===== config.mk =====
export PLATFORM = sky130hd
export DESIGN_NAME = eth_rgmii_frame_tx_flat
export DESIGN_NICKNAME = d
export VERILOG_FILES = /design/src/rtl/eth_rgmii_frame_tx_if.sv /design/src/rtl/eth_rgmii_frame_tx.sv /design/src/flat_wrapper.sv
export SDC_FILE = /design/constraint.sdc
export NUM_CORES = 1
export LEC_CHECK = 0
export CORE_MARGIN = 2
export CORE_UTILIZATION = 40
export CTS_BUF_LIST = sky130_fd_sc_hd__clkbuf_4 sky130_fd_sc_hd__clkbuf_8
export DETAILED_ROUTE_END_ITERATION = 8
export PLACE_DENSITY_LB_ADDON = 0.25
export RECOVER_POWER = 50
export SYNTH_ARGS = -nofsm -noshare
export SYNTH_HDL_FRONTEND = slang
export SYNTH_SLANG_ARGS = --single-unit

===== constraint.sdc =====
create_clock -name clk125 -period 5.49 [get_ports clk125]
set_input_delay 1.098 -clock clk125 [delete_from_list [all_inputs] [get_ports clk125]]
set_output_delay 1.098 -clock clk125 [all_outputs]
set_load 0.01 [all_outputs]

===== src/rtl/eth_rgmii_frame_tx_if.sv =====
// ---------------------------------------------------------------------------
// eth_rgmii_frame_tx_if
// Purpose : Connects the frame transmitter to the per-channel capture buffers.
//           A channel raises req and presents len. The transmitter answers with
//           a one-cycle ack and then reads the payload through rd_ad/rd_data.
//           The buffer RAM has one cycle of read latency.
// Signals : req     [NCH]         per-channel level request (buffer ready)
//           len     [NCH*11]      per-channel payload byte count, slice i = ch i
//           ack     [NCH]         one-cycle grant pulse
//           rd_ad   [RD_W]        read address {channel, offset}
//           rd_data [8]           read data, valid one cycle after rd_ad
// Modports: master = frame transmitter, slave = capture buffers.
// ---------------------------------------------------------------------------
interface eth_rgmii_frame_tx_if #(
    parameter int NCH    = 2,
    parameter int ADDR_W = 10
);
    localparam int RD_W = $clog2(NCH) + ADDR_W;

    logic [NCH-1:0]    req;
    logic [NCH*11-1:0] len;
    logic [NCH-1:0]    ack;
    logic [RD_W-1:0]   rd_ad;
    logic [7:0]        rd_data;

    modport master (
        input  req,
        input  len,
        input  rd_data,
        output ack,
        output rd_ad
    );

    modport slave (
        output req,
        output len,
        output rd_data,
        input  ack,
        input  rd_ad
    );
endinterface


===== src/rtl/eth_rgmii_frame_tx.sv =====
// ---------------------------------------------------------------------------
// eth_rgmii_frame_tx
// Purpose : Multi-channel, variable-length Ethernet II frame generator that
//           drives an RGMII transmit port at 125 MHz. Channels are served
//           round-robin. Each frame carries a 16-bit per-channel sequence
//           number after the EtherType. Short payloads are zero-padded to the
//           64-byte minimum frame. The frame ends with a CRC-32 FCS and is
//           followed by an enforced inter-frame gap.
// Ports   : clk125   in   125 MHz clock
//           rst_n    in   asynchronous active-low reset
//           buf_if   ifc  capture-buffer side (req/len/ack/rd_ad/rd_data)
//           busy_o   out  high from the cycle after grant through the end of IFG
//           done_o   out  one-cycle pulse in the first IFG cycle
//           txctl_o  out  RGMII TX_CTL (TX_EN on both edges, TX_ER = 0)
//           txd_o    out  RGMII TXD, low nibble while clk125 is high,
//                         high nibble while clk125 is low
// ---------------------------------------------------------------------------
module eth_rgmii_frame_tx #(
    parameter int          NCH         = 2,
    parameter int          ADDR_W      = 10,
    parameter int          PAYLOAD_MAX = 1024,
    parameter logic [47:0] DST_MAC     = 48'hFFFF_FFFF_FFFF,
    parameter logic [47:0] SRC_MAC     = 48'h0000_88DA_B8BF,
    parameter logic [15:0] ETYPE       = 16'h1919,
    parameter int          IFG_BYTES   = 12
) (
    input  logic                 clk125,
    input  logic                 rst_n,
    eth_rgmii_frame_tx_if.master buf_if,
    output logic                 busy_o,
    output logic                 done_o,
    output logic                 txctl_o,
    output logic [3:0]           txd_o
);

    localparam int                CH_W        = (NCH > 1) ? $clog2(NCH) : 1;
    localparam int                LEN_W       = 11;
    localparam logic [LEN_W-1:0]  LEN_CAP     = LEN_W'(PAYLOAD_MAX);
    localparam logic [LEN_W-1:0]  MIN_PAYLOAD = 11'd44;
    // The IDLE cycle that grants the next channel is counted toward the gap.
    // So IFG itself lasts one cycle less than IFG_BYTES, and a held req
    // still gives exactly IFG_BYTES quiet cycles between frames.
    localparam logic [LEN_W-1:0]  IFG_LAST    = LEN_W'(IFG_BYTES - 2);

    typedef enum logic [2:0] {
        S_IDLE,
        S_PRE,
        S_HDR,
        S_DATA,
        S_PAD,
        S_FCS,
        S_IFG
    } state_t;

    state_t            state_q, state_d;
    logic [LEN_W-1:0]  cnt_q, cnt_d;       // byte index within the current state
    logic [CH_W-1:0]   ch_q, ch_d;         // channel owning the current frame
    logic [CH_W-1:0]   ptr_q, ptr_d;       // round-robin search start
    logic [LEN_W-1:0]  n_q, n_d;           // latched (clamped) payload length
    logic [LEN_W-1:0]  fetch_q, fetch_d;   // buffer read offset
    logic [7:0]        txd_q, txd_d;       // byte currently on the pins
    logic              txen_q, txen_d;
    logic [31:0]       crc_q, crc_d;
    logic              done_q, done_d;
    logic              busy_q, busy_d;
    logic [15:0]       seq_q [NCH];
    logic [15:0]       seq_d [NCH];

    logic              arb_found;
    logic [CH_W-1:0]   arb_idx;
    logic [LEN_W-1:0]  len_sel;
    logic [31:0]       fcs;

    // Reflected CRC-32 (poly 0xEDB88320), one byte per call, LSB first.
    function automatic logic [31:0] crc32_byte(input logic [31:0] crc,
                                               input logic [7:0]  data);
        logic [31:0] c;
        c = crc ^ {24'h0, data};
        for (int b = 0; b < 8; b++) begin
            c = c[0] ? ((c >> 1) ^ 32'hEDB8_8320) : (c >> 1);
        end
        return c;
    endfunction

    // Channel index 'off' places after 'base', wrapping at NCH.
    function automatic logic [CH_W-1:0] rr_index(input logic [CH_W-1:0] base,
                                                 input int              off);
        int k;
        k = int'(base) + off;
        if (k >= NCH) k = k - NCH;
        return CH_W'(k);
    endfunction

    // ------------------------------------------------------------------
    // Round-robin arbiter: first requesting channel at or after ptr_q.
    // ------------------------------------------------------------------
    always_comb begin
        // NOTE: every variable written here gets a default first, so no path leaves it unassigned and no latch is inferred.
        arb_found = 1'b0;
        arb_idx   = '0;
        for (int i = 0; i < NCH; i++) begin
            if (!arb_found && buf_if.req[rr_index(ptr_q, i)]) begin
                arb_found = 1'b1;
                arb_idx   = rr_index(ptr_q, i);
            end
        end
    end

    assign len_sel    = buf_if.len[arb_idx*LEN_W +: LEN_W];
    // The grant is combinational so that the preamble starts the very next cycle.
    assign buf_if.ack = (state_q == S_IDLE && arb_found) ? (NCH'(1) << arb_idx) : '0;

    // ------------------------------------------------------------------
    // Next state, counters and the byte to put on the pins next cycle.
    // ------------------------------------------------------------------
    always_comb begin
        state_d = state_q;
        cnt_d   = cnt_q;
        ch_d    = ch_q;
        ptr_d   = ptr_q;
        n_d     = n_q;
        fetch_d = fetch_q;
        seq_d   = seq_q;
        txd_d   = 8'h00;
        crc_d   = crc_q;
        fcs     = ~crc_q;

        unique case (state_q)
            S_IDLE: begin
                if (arb_found) begin
                    state_d = S_PRE;
                    cnt_d   = '0;
                    ch_d    = arb_idx;
                    ptr_d   = (arb_idx == CH_W'(NCH - 1)) ? '0 : arb_idx + 1'b1;
                    n_d     = (len_sel > LEN_CAP) ? LEN_CAP : len_sel;
                end
            end
            S_PRE: begin
                cnt_d = cnt_q + 11'd1;
                if (cnt_q == 11'd7) begin
                    state_d = S_HDR;
                    cnt_d   = '0;
                end
            end
            S_HDR: begin
                cnt_d = cnt_q + 11'd1;
                if (cnt_q == 11'd15) begin
                    state_d = (n_q == '0) ? S_PAD : S_DATA;
                    cnt_d   = '0;
                end
            end
            S_DATA: begin
                cnt_d = cnt_q + 11'd1;
                if (cnt_q == n_q - 11'd1) begin
                    // PAD keeps counting from N so it always ends at byte 43.
                    if (n_q < MIN_PAYLOAD) begin
                        state_d = S_PAD;
                    end else begin
                        state_d = S_FCS;
                        cnt_d   = '0;
                    end
                end
            end
            S_PAD: begin
                cnt_d = cnt_q + 11'd1;
                if (cnt_q == MIN_PAYLOAD - 11'd1) begin
                    state_d = S_FCS;
                    cnt_d   = '0;
                end
            end
            S_FCS: begin
                cnt_d = cnt_q + 11'd1;
                if (cnt_q == 11'd0) seq_d[ch_q] = seq_q[ch_q] + 16'd1;
                if (cnt_q == 11'd3) begin
                    state_d = S_IFG;
                    cnt_d   = '0;
                end
            end
            S_IFG: begin
                cnt_d = cnt_q + 11'd1;
                if (cnt_q == IFG_LAST) begin
                    state_d = S_IDLE;
                    cnt_d   = '0;
                end
            end
            default: begin
                state_d = S_IDLE;
                cnt_d   = '0;
            end
        endcase

        // The buffer RAM answers one cycle after the address, and the answer
        // is registered into txd_q one more cycle later. So offset 0 goes out
        // two cycles before DATA byte 0, during header byte 14.
        if (state_q == S_HDR && cnt_q == 11'd13) begin
            fetch_d = '0;
        end else if (((state_q == S_HDR && cnt_q >= 11'd14) || state_q == S_DATA) &&
                     (fetch_q + 11'd1 < n_q)) begin
            fetch_d = fetch_q + 11'd1;
        end

        // Byte for the next cycle, chosen from the next state.
        unique case (state_d)
            S_PRE:  txd_d = (cnt_d == 11'd7) ? 8'hD5 : 8'h55;
            S_HDR: begin
                unique case (cnt_d[3:0])
                    4'd0:  txd_d = DST_MAC[47:40];
                    4'd1:  txd_d = DST_MAC[39:32];
                    4'd2:  txd_d = DST_MAC[31:24];
                    4'd3:  txd_d = DST_MAC[23:16];
                    4'd4:  txd_d = DST_MAC[15:8];
                    4'd5:  txd_d = DST_MAC[7:0];
                    4'd6:  txd_d = SRC_MAC[47:40];
                    4'd7:  txd_d = SRC_MAC[39:32];
                    4'd8:  txd_d = SRC_MAC[31:24];
                    4'd9:  txd_d = SRC_MAC[23:16];
                    4'd10: txd_d = SRC_MAC[15:8];
                    4'd11: txd_d = SRC_MAC[7:0];
                    4'd12: txd_d = ETYPE[15:8];
                    4'd13: txd_d = ETYPE[7:0];
                    4'd14: txd_d = seq_q[ch_q][7:0];
                    default: txd_d = seq_q[ch_q][15:8];
                endcase
            end
            S_DATA: txd_d = buf_if.rd_data;
            S_FCS: begin
                unique case (cnt_d[1:0])
                    2'd0:    txd_d = fcs[7:0];
                    2'd1:    txd_d = fcs[15:8];
                    2'd2:    txd_d = fcs[23:16];
                    default: txd_d = fcs[31:24];
                endcase
            end
            default: txd_d = 8'h00;
        endcase

        // The CRC covers exactly the bytes sent from DST through PAD.
        if (state_d == S_PRE) begin
            crc_d = 32'hFFFF_FFFF;
        end else if (state_d == S_HDR || state_d == S_DATA || state_d == S_PAD) begin
            crc_d = crc32_byte(crc_q, txd_d);
        end
    end

    assign txen_d = (state_d == S_PRE) || (state_d == S_HDR) || (state_d == S_DATA) ||
                    (state_d == S_PAD) || (state_d == S_FCS);
    assign busy_d = (state_d != S_IDLE);
    assign done_d = (state_q == S_FCS) && (state_d == S_IFG);

    // ------------------------------------------------------------------
    // State registers
    // ------------------------------------------------------------------
    // NOTE: sequential state uses non-blocking assignments only, so every register samples pre-edge values.
    always_ff @(posedge clk125 or negedge rst_n) begin
        if (!rst_n) begin
            state_q <= S_IDLE;
            cnt_q   <= '0;
            ch_q    <= '0;
            ptr_q   <= '0;
            n_q     <= '0;
            fetch_q <= '0;
            txd_q   <= 8'h00;
            txen_q  <= 1'b0;
            crc_q   <= 32'hFFFF_FFFF;
            done_q  <= 1'b0;
            busy_q  <= 1'b0;
            // NOTE: the sequence table is small and must be cleared by reset, so it is flops, not a RAM.
            for (int i = 0; i < NCH; i++) seq_q[i] <= 16'h0000;
        end else begin
            state_q <= state_d;
            cnt_q   <= cnt_d;
            ch_q    <= ch_d;
            ptr_q   <= ptr_d;
            n_q     <= n_d;
            fetch_q <= fetch_d;
            txd_q   <= txd_d;
            txen_q  <= txen_d;
            crc_q   <= crc_d;
            done_q  <= done_d;
            busy_q  <= busy_d;
            seq_q   <= seq_d;
        end
    end

    generate
        if (NCH > 1) begin : g_rd_multi
            assign buf_if.rd_ad = {ch_q, ADDR_W'(fetch_q)};
        end else begin : g_rd_single
            assign buf_if.rd_ad = ADDR_W'(fetch_q);
        end
    endgenerate

    assign txctl_o = txen_q;
    assign busy_o  = busy_q;
    assign done_o  = done_q;
    // Behavioural DDR output. A device-specific ODDR replaces this mux in a real pin mapping.
    assign txd_o   = clk125 ? txd_q[3:0] : txd_q[7:4];

endmodule


===== src/flat_wrapper.sv =====
// flat-port wrapper written by rule: the top's interface ports become plain ports
module eth_rgmii_frame_tx_flat 
#(
    parameter int          NCH         = 2,
    parameter int          ADDR_W      = 10,
    parameter int          PAYLOAD_MAX = 1024,
    parameter logic [47:0] DST_MAC     = 48'hFFFF_FFFF_FFFF,
    parameter logic [47:0] SRC_MAC     = 48'h0000_88DA_B8BF,
    parameter logic [15:0] ETYPE       = 16'h1919,
    parameter int          IFG_BYTES   = 12
)
  (clk125, rst_n, busy_o, done_o, txctl_o, txd_o, buf_if_req, buf_if_len, buf_if_rd_data, buf_if_ack, buf_if_rd_ad);
  eth_rgmii_frame_tx_if #(.NCH(NCH), .ADDR_W(ADDR_W)) buf_if_i ();
  input  logic clk125;
  input  logic rst_n;
  output logic busy_o;
  output logic done_o;
  output logic txctl_o;
  output logic [3:0] txd_o;
  input wire logic [$bits(buf_if_i.req)-1:0] buf_if_req;
  input wire logic [$bits(buf_if_i.len)-1:0] buf_if_len;
  input wire logic [$bits(buf_if_i.rd_data)-1:0] buf_if_rd_data;
  output wire logic [$bits(buf_if_i.ack)-1:0] buf_if_ack;
  output wire logic [$bits(buf_if_i.rd_ad)-1:0] buf_if_rd_ad;
  assign buf_if_i.req = buf_if_req;
  assign buf_if_i.len = buf_if_len;
  assign buf_if_i.rd_data = buf_if_rd_data;
  assign buf_if_ack = buf_if_i.ack;
  assign buf_if_rd_ad = buf_if_i.rd_ad;
  eth_rgmii_frame_tx #(.NCH(NCH), .ADDR_W(ADDR_W), .PAYLOAD_MAX(PAYLOAD_MAX), .DST_MAC(DST_MAC), .SRC_MAC(SRC_MAC), .ETYPE(ETYPE), .IFG_BYTES(IFG_BYTES)) u_core (.clk125(clk125), .rst_n(rst_n), .buf_if(buf_if_i), .busy_o(busy_o), .done_o(done_o), .txctl_o(txctl_o), .txd_o(txd_o));
endmodule

# Word-level counts from Yosys, hierarchy flattened
# Cells that the tools add are included.
dict set report totals {
  register_bits 113
  in_bits 34
  output_inout_bits 20
}
dict set report op_classes {
  add_sub_neg 8
  multipliers 1
  magnitude_cmp 10
  n_eq_ne 36
  n_shift 2
  muxes 55
  bitwise_logic 11
  n_reduce_logical 28
}
# operator n
set op_table {}
lappend op_table {{2-to-1 mux 32 bit} 10}
lappend op_table {{2-to-1 mux 11 bit} 11}
lappend op_table {{NOT 13 -> 14 bit} 8}
lappend op_table {{case mux 11 bit (7 select lines)} 1}
lappend op_table {{2-to-1 mux 16 bit} 4}
lappend op_table {{case mux 8 bit (8 select lines)} 1}
lappend op_table {{equality test 11 x 4 -> 1 bit, second input constant} 3}
lappend op_table {{bitwise mux 32 bit} 1}
lappend op_table {{NOT 32 bit} 1}
lappend op_table {{case mux 8 bit (4 select lines)} 1}
lappend op_table {{XOR 32 x 8 -> 32 bit} 1}
lappend op_table {{equality test 4 bit, second input constant} 7}
lappend op_table {{2-to-1 mux 3 bit} 8}
lappend op_table {{case mux 8 bit (3 select lines)} 1}
lappend op_table {{adder 11 x 1 -> 11 bit, second input constant} 2}
lappend op_table {{equality test 11 x 3 -> 1 bit, second input constant} 2}
lappend op_table {{logical NOT 11 bit} 2}
lappend op_table {{variable part select 22 x 6 -> 11 bit} 1}
lappend op_table {{case mux 3 bit (7 select lines)} 1}
lappend op_table {{equality test 3 bit, second input constant} 6}
lappend op_table {{adder 16 x 1 -> 16 bit, second input constant} 1}
lappend op_table {{demux 16 bit (select 1 bit)} 1}
lappend op_table {{equality test 4 x 3 -> 1 bit, second input constant} 4}
lappend op_table {{equality test 3 x 2 -> 1 bit, second input constant} 4}
lappend op_table {{38 further kinds} 69}

# Longest topological paths before layout
# Gate-level depths: netlist (run 1).
dict set report depth {
  word_depth 33
  ltp_mapped 19
  ltp_nobuf 17
}

==> results of run 1 <==
worst paths after layout:
| path | cells past startpoint | slack (ns) | end | from |
|---|---|---|---|---|
| worst max-delay path | 14 | 0.55 | u_core.crc_q[22] | u_core.cnt_q[6] |
| worst min-delay path | 1 | 0.47 | u_core.seq_q[20] | u_core.seq_q[20] |
| worst max register to register | 14 | 0.55 | u_core.crc_q[22] | u_core.cnt_q[6] |
| worst min register to register | 1 | 0.47 | u_core.seq_q[20] | u_core.seq_q[20] |
| max in group asynchronous | 2 | 2.03 | u_core.busy_o | rst_n |
| min in group asynchronous | 1 | 1.17 | u_core.ptr_q | rst_n |
critical path, stage by stage (launching register included):
cell,delay (ns)
dfrtp_1,0.50
or4_1,0.64
a211o_1,0.35
a221oi_1,0.67
o21ai_0,0.28
o21ba_2,0.38
inv_2,0.10
nand2_1,0.08
o221ai_1,0.13
a222oi_1,0.55
xnor2_2,0.36
xnor2_2,0.25
xnor2_1,0.30
xor2_1,0.17
a21oi_1,0.08
sequential cells by signal, indices dropped and copies added (netlist names):
| signal | cells |
|---|---|
| u_core.fetch_q | 11 |
| u_core.done_o | 1 |
| u_core.crc_q | 32 |
| u_core.ptr_q | 1 |
| u_core.state_q | 3 |
| u_core.busy_o | 1 |
| u_core.n_q | 11 |
| u_core.txd_q | 8 |
| u_core.txctl_o | 1 |
| u_core.ch_q | 1 |
| u_core.seq_q | 32 |
| u_core.cnt_q | 11 |
report_power, final:
part	internal, mW	switching, mW	leakage (nW)	total (mW)
logic	0.829	0.805	2.17	1.63
clock network	0.570	0.439	0.262	1.01
registers	1.12	0.174	1.40	1.29
total	2.52	1.42	3.83	3.93
layout by cell type, fill, tap and decap left out, types with 5 or more instances in the layout:
cell / n
mux2_2: 10
and2_1: 11
a21oi_1: 44
buf_4: 19
nor4_1: 7
nor2_1: 44
nand2b_1: 9
nand3_1: 22
nor2b_1: 8
clkbuf_8: 22
clkdlybuf4s50_1: 51
o21a_1: 11
or4_1: 6
nor3_1: 32
dfrtp_1: 81
inv_1: 23
xnor2_1: 57
xor2_2: 5
o21ai_0: 63
ha_1: 17
a31oi_1: 6
a221oi_1: 7
o211ai_1: 10
mux2i_1: 40
dfstp_2: 32
nand2_1: 110
xnor2_2: 7
xor2_1: 50
and3_1: 12
a21o_1: 5
nand4_1: 7
or3_1: 6
cells by family (layout without fill, tap and decap cells):
family          count (synthesis)  in the layout
simple gates                  299            299
compound gates                207            207
xor+xnor                      123            123
flops                         113            113
buf+inv                        86            138
mux                            52             52
fa+ha+maj                      17             17
routing by layer:
metal	part of all wire	global-route usage
met1	0.47	0.298
met5	0	0
met4	0.026	0.0779
met3	0.053	0.0494
met2	0.45	0.314
stage by stage:
stage | hold slack, ns | instance area (sq um) | util
3_5_place_dp | 0.450 | 8960 | 0.444
3_3_place_gp | 0.452 | 8960 | 0.444
5_1_grt | 0.493 | 9410 | 0.466
2_1_floorplan | 0.434 | 8210 | -
4_1_cts | 0.470 | 9430 | 0.467
6_report | 0.468 | 9410 | 0.466
layout make-up:
type | instances | area, sq um
timing repair buffer | 71 | 639
tap | 270 | 338
clock buffer | 26 | 343
inverter | 27 | 104
multi-input combinational | 698 | 4950
clock inverter | 14 | 163
fill | 1963 | 10800
sequential | 113 | 2870
==> results.ini, run 1 <==
[status]
status=finished with violations
violations=capacitance limit, slew limit

[synth]
synth-xor-area-share=0.151
synth_top_area_share=0.247
yosys.cell_types.count=92
ys_seq_area_frac=0.349
netlist_instances=897
synthFlopType=dfrtp_1
synth_compound_area_frac=0.174
ys_top_cells_by_count=nand2_1 (110), dfrtp_1 (81), o21ai_0 (62)
synth_top_family_by_area=simple AND/OR/NAND/NOR gates
synth-seq-cells=113
synthSimpleGateAreaFrac=0.185
netlist_top_cells_area=dfrtp_1 (25%), dfstp_2 (10%), xnor2_1 (6.1%)
synth_enable_flop_cells=0
syn_area_sq_um=8210
avgSynthCellArea_sq_um=9.16
synthArstFlopShare=1.00
synth_adder_area_share=0.0259
synth_nets=948
yosysWarnings=0
yosysTopAreaCell=dfrtp_1
synth_most_common_cell=nand2_1
synthMuxAreaShare=0.0664

[timing]
rsz0062_at_grt=false
fin_ws_ns=0.550
max_freq_ghz=0.202
hold_viol_final=0
maxSlewViolCount=41
skew_ns=0.0105
tns_ns=0
period_needed_ns=4.94
finalCritPeriodShare=0.900
worst_pin_slew_ns=2.17
slew_headroom=-0.447
finalSetupViolations=0

[global_routing]
grt_overflow_total=0
antenna_found_initial=0
grt_usage=0.210
grt_max_degree=58
grt_pass1_wl_mm=35.7
grt_pass1_vias=6477

[floorplan]
dieArea_sq_um=21700
pin_count=54
fp-row-count=52
die_w_um=147
fp.dieH_um=147
initial_utilization=0.407
core_area_sq_um=20200

[detailed_routing]
routedWlPerCell_um=17.9
dr.pass1.iters=6
wl_mm=21.8
drt_iter0_markers=583
avgViaCountPerCell=5.55
vias=6762
postRouteAntennaNets=0
drc_errors=0

[pwr]
p_total_mw=3.93
leakage_nw=3.83
power_density_nw_per_um2=418
peakVddDrop_uv=554

[finish]
final_nets=987
syn2layout_area_growth_pct=14.5
drive_gt1_frac=0.154
stdcell_count=1219
antenna_cells=0

[clock_tree]
postCtsResizedCells=0
cts_setup_buffers=0
insertion_delay_ns=0.56
cts_hold_buf=0
path_clk_slew_ns=0.08
cts_tree=built

[placement]
io_buffers=53
dp.final_hpwl_mm=15.8
place.gp.congestion=0.921
preCtsSetupSlack_ns=0.545
post-place-cells=1183

[min_path]
hp-class=flop to flop

[critical_path]
worst_setup_path_end_kind=flop
arrival_ns=5.41
critPathMaxFanout=9
startpoint_type=flop
critPathKind=flop to flop
worstPathRequired_ns=5.96

[flow_run]
maxCapViolCount=1

(Power assumes the default switching activity.)
==> inputs of run 2 (changes only) <==
--- a/config.mk
+++ b/config.mk
@@ -14,3 +14,4 @@
 export SYNTH_ARGS = -nofsm -noshare
 export SYNTH_HDL_FRONTEND = slang
 export SYNTH_SLANG_ARGS = --single-unit
+export TNS_END_PERCENT = 50
==> results of run 2 <==
The final DEF is identical to that of run 1; final timing and power are the same.
==> inputs of run 3 (changes only) <==
--- a/config.mk
+++ b/config.mk
@@ -5,11 +5,11 @@
 export SDC_FILE = /design/constraint.sdc
 export NUM_CORES = 1
 export LEC_CHECK = 0
-export CORE_MARGIN = 2
+export CORE_MARGIN = 3
 export CORE_UTILIZATION = 40
 export CTS_BUF_LIST = sky130_fd_sc_hd__clkbuf_4 sky130_fd_sc_hd__clkbuf_8
 export DETAILED_ROUTE_END_ITERATION = 8
-export PLACE_DENSITY_LB_ADDON = 0.25
+export PLACE_DENSITY_LB_ADDON = 0.15
 export RECOVER_POWER = 50
 export SYNTH_ARGS = -nofsm -noshare
 export SYNTH_HDL_FRONTEND = slang
==> run 3 against run 2 <==
The flow still finishes with violations (capacitance limit, slew limit); combinational power is essentially flat; final cell count shrank 0.41%; sequential power is essentially flat; sequential share of layout area is essentially flat; core utilization grew 0.74 points; first-iteration DRC count shrank 27%; non-clock buffer count is the same; count of clock-buffer cells in the layout grew 3; power grew 0.29%; critical path type unchanged; largest cell class unchanged; largest power group unchanged.
==> results.ini, run 3 (synthesized netlist as in run 1, its figures left out) <==
[detailed_routing]
vias=6700  ; was 6762
avgViaCountPerCell=5.52  ; was 5.55
drt_iter0_markers=427  ; was 583
postRouteAntennaNets=0  ; unchanged
drc_errors=0  ; unchanged
routedWlPerCell_um=18.7  ; was 17.9 um
dr.pass1.iters=5  ; was 6
wl_mm=22.7  ; was 21.8 mm

[min_path]
min_from=u_core.seq_q[18]  ; was u_core.seq_q[20]
min_delay_path_depth=1  ; unchanged
hp-class=flop to flop  ; unchanged
hold_path_end=u_core.seq_q[18]  ; was u_core.seq_q[20]

[floorplan]
fp.dieH_um=149  ; was 147 um
pin_count=54  ; unchanged
initial_utilization=0.414  ; was 0.407
fp-row-count=51  ; was 52
dieArea_sq_um=22300  ; was 21700 sq um
die_w_um=149  ; was 147 um
core_area_sq_um=19800  ; was 20200 sq um

[critical_path]
path_cells=inv_1 > ha_1 > nor3b_1 > a21oi_1 > o211a_2 > o2bb2ai_2 > o21ai_1 > and2_1 > inv_2 > mux2i_1 > o221ai_1 > a222oi_1 > xnor2_2 > xnor2_2 > xnor2_1 > xor2_1 > a21oi_1  ; was or4_1 > a211o_1 > a221oi_1 > o21ai_0 > o21ba_2 > inv_2 > nand2_1 > o221ai_1 > a222oi_1 > xnor2_2 > xnor2_2 > xnor2_1 > xor2_1 > a21oi_1
worst_setup_path_end_kind=flop  ; unchanged
reg2reg_setup_slack_ns=0.50  ; was 0.55 ns
slowest_delay_ns=0.57  ; was 0.67 ns
r2r_cells=17  ; was 14
startpoint_type=flop  ; unchanged
arrival_ns=5.44  ; was 5.41 ns
critPathKind=flop to flop  ; unchanged
worstPathRequired_ns=5.94  ; was 5.96 ns
critPathMaxFanout=16  ; was 9
r2r_start=u_core.n_q[1]  ; was u_core.cnt_q[6]
crit_slowest_cell=a222oi_1  ; was a221oi_1
worstReg2RegEnd=u_core.crc_q[19]  ; was u_core.crc_q[22]

[finish]
final_common_cell=nand2_1  ; unchanged
antenna_cells=0  ; unchanged
top_regs=u_core.crc_q x32, u_core.seq_q x32  ; unchanged
drive_gt1_frac=0.156  ; was 0.154
layout_common_cells=nand2_1 (110), dfrtp_1 (81), o21ai_0 (63)  ; unchanged
final_nets=987  ; unchanged
syn2layout_area_growth_pct=14.5  ; about the same

[global_routing]
grt_usage=0.212  ; was 0.210
antenna_found_initial=0  ; unchanged
grt_max_degree=62  ; was 58
grt_pass1_vias=6584  ; was 6477
grt_pass1_wl_mm=36.9  ; was 35.7 mm
grt_overflow_total=0  ; unchanged

[placement]
place.gp.congestion=0.906  ; was 0.921
io_buffers=53  ; unchanged
dp.final_hpwl_mm=16.7  ; was 15.8 mm

[timing]
finalCritPeriodShare=0.908  ; was 0.900
skew_ns=0.0163  ; was 0.0105 ns
max_freq_ghz=0.201  ; was 0.202 GHz
maxSlewViolCount=62  ; was 41
rsz0062_at_grt=false  ; unchanged
hold_viol_final=0  ; unchanged
worst_pin_slew_ns=3.43  ; was 2.17 ns
finalSetupViolations=0  ; unchanged
period_needed_ns=4.99  ; was 4.94 ns
slew_headroom=-1.29  ; was -0.447
hold_ws_ns=0.468  ; about the same
tns_ns=0  ; unchanged

[clock_tree]
cts_setup_buffers=0  ; unchanged
postCtsResizedCells=0  ; unchanged
path_clk_slew_ns=0.08  ; about the same
insertion_delay_ns=0.55  ; was 0.56 ns
cts_tree=built  ; unchanged
cts_hold_buf=0  ; unchanged

[status]
status=finished with violations  ; unchanged
violations=capacitance limit, slew limit  ; unchanged

[pwr]
power_density_nw_per_um2=419  ; was 418 nW/um^2
peakVddDrop_uv=532  ; was 554 uV
p_total_mw=3.94  ; was 3.93 mW
leakage_nw=3.85  ; was 3.83 nW

[flow_run]
maxCapViolCount=1  ; unchanged

[run 3: changes by cell type in the layout (fill, tap and decap cells not counted)]
| cell | change |
|---|---|
| inv_4 | +1 |
| clkinvlp_4 | -3 |
| clkbuf_4 | +3 |
| inv_6 | -1 |
| clkinv_2 | +1 |
| clkinv_1 | -1 |
| buf_4 | +1 |
| clkbuf_1 | -1 |
[run 3: cell type report]
cell class                 count  area, sq um
clock inverter                11          139
fill                        1938        10400
sequential                   113         2870
inverter                      27          104
tap                          265          332
multi-input combinational    698         4950
clock buffer                  29          365
timing repair buffer          71          643
[run 3: layer usage]
metal  track usage  vias up  share of wire  wire length [um]
li1              -     3249              -                 -
met1         0.309     3238           0.49             11200
met2         0.313      172           0.44             10000
met3        0.0435       41          0.045              1020
met4        0.0728        0          0.020               458
met5             0        -              0                 0
[run 3: through the flow]
step                      setup WS, ns  utilization  std cells  instance area [sq um]
final                            0.503        0.474       1214                   9400
after global routing             0.185        0.474       1214                   9400
after CTS                        0.513        0.475       1214                   9420
after detailed placement         0.461        0.451       1178                   8950
after global placement           0.426        0.451       1178                   8950
after floorplan                   1.35            -        897                   8210
[run 3: power breakdown]
group | leakage [nW] | internal [mW] | switching [mW] | total (mW)
Combinational | 2.17 | 0.829 | 0.810 | 1.64
Clock | 0.278 | 0.585 | 0.419 | 1.00
Sequential | 1.40 | 1.12 | 0.184 | 1.30
[run 3: worst max-delay path by stage]
stage / end / cells past startpoint / slack, ns / startpoint
global route: u_core.crc_q[22] / 17 / 0.19 / u_core.n_q[1]
CTS: u_core.crc_q[19] / 17 / 0.51 / u_core.n_q[1]
detailed placement: u_core.crc_q[19] / 15 / 0.46 / buf_if_req[0]
floorplan: u_core.crc_q[26] / 17 / 1.35 / u_core.n_q[0]
global placement: u_core.crc_q[19] / 15 / 0.43 / buf_if_req[0]
finish: u_core.crc_q[19] / 17 / 0.50 / u_core.n_q[1]
[run 3: worst max-delay path, delay by kind of cell, from the launching register on]
kind | cells | cell delay (ns)
XOR/XNOR | 4 | 1.12
buffers and inverters | 2 | 0.37
adder cells (fa/ha/maj) | 1 | 0.29
flip-flops | 1 | 0.44
AND/OR/NAND/NOR | 2 | 0.68
AO/OA/AOI/OAI | 7 | 1.71
multiplexers | 1 | 0.26
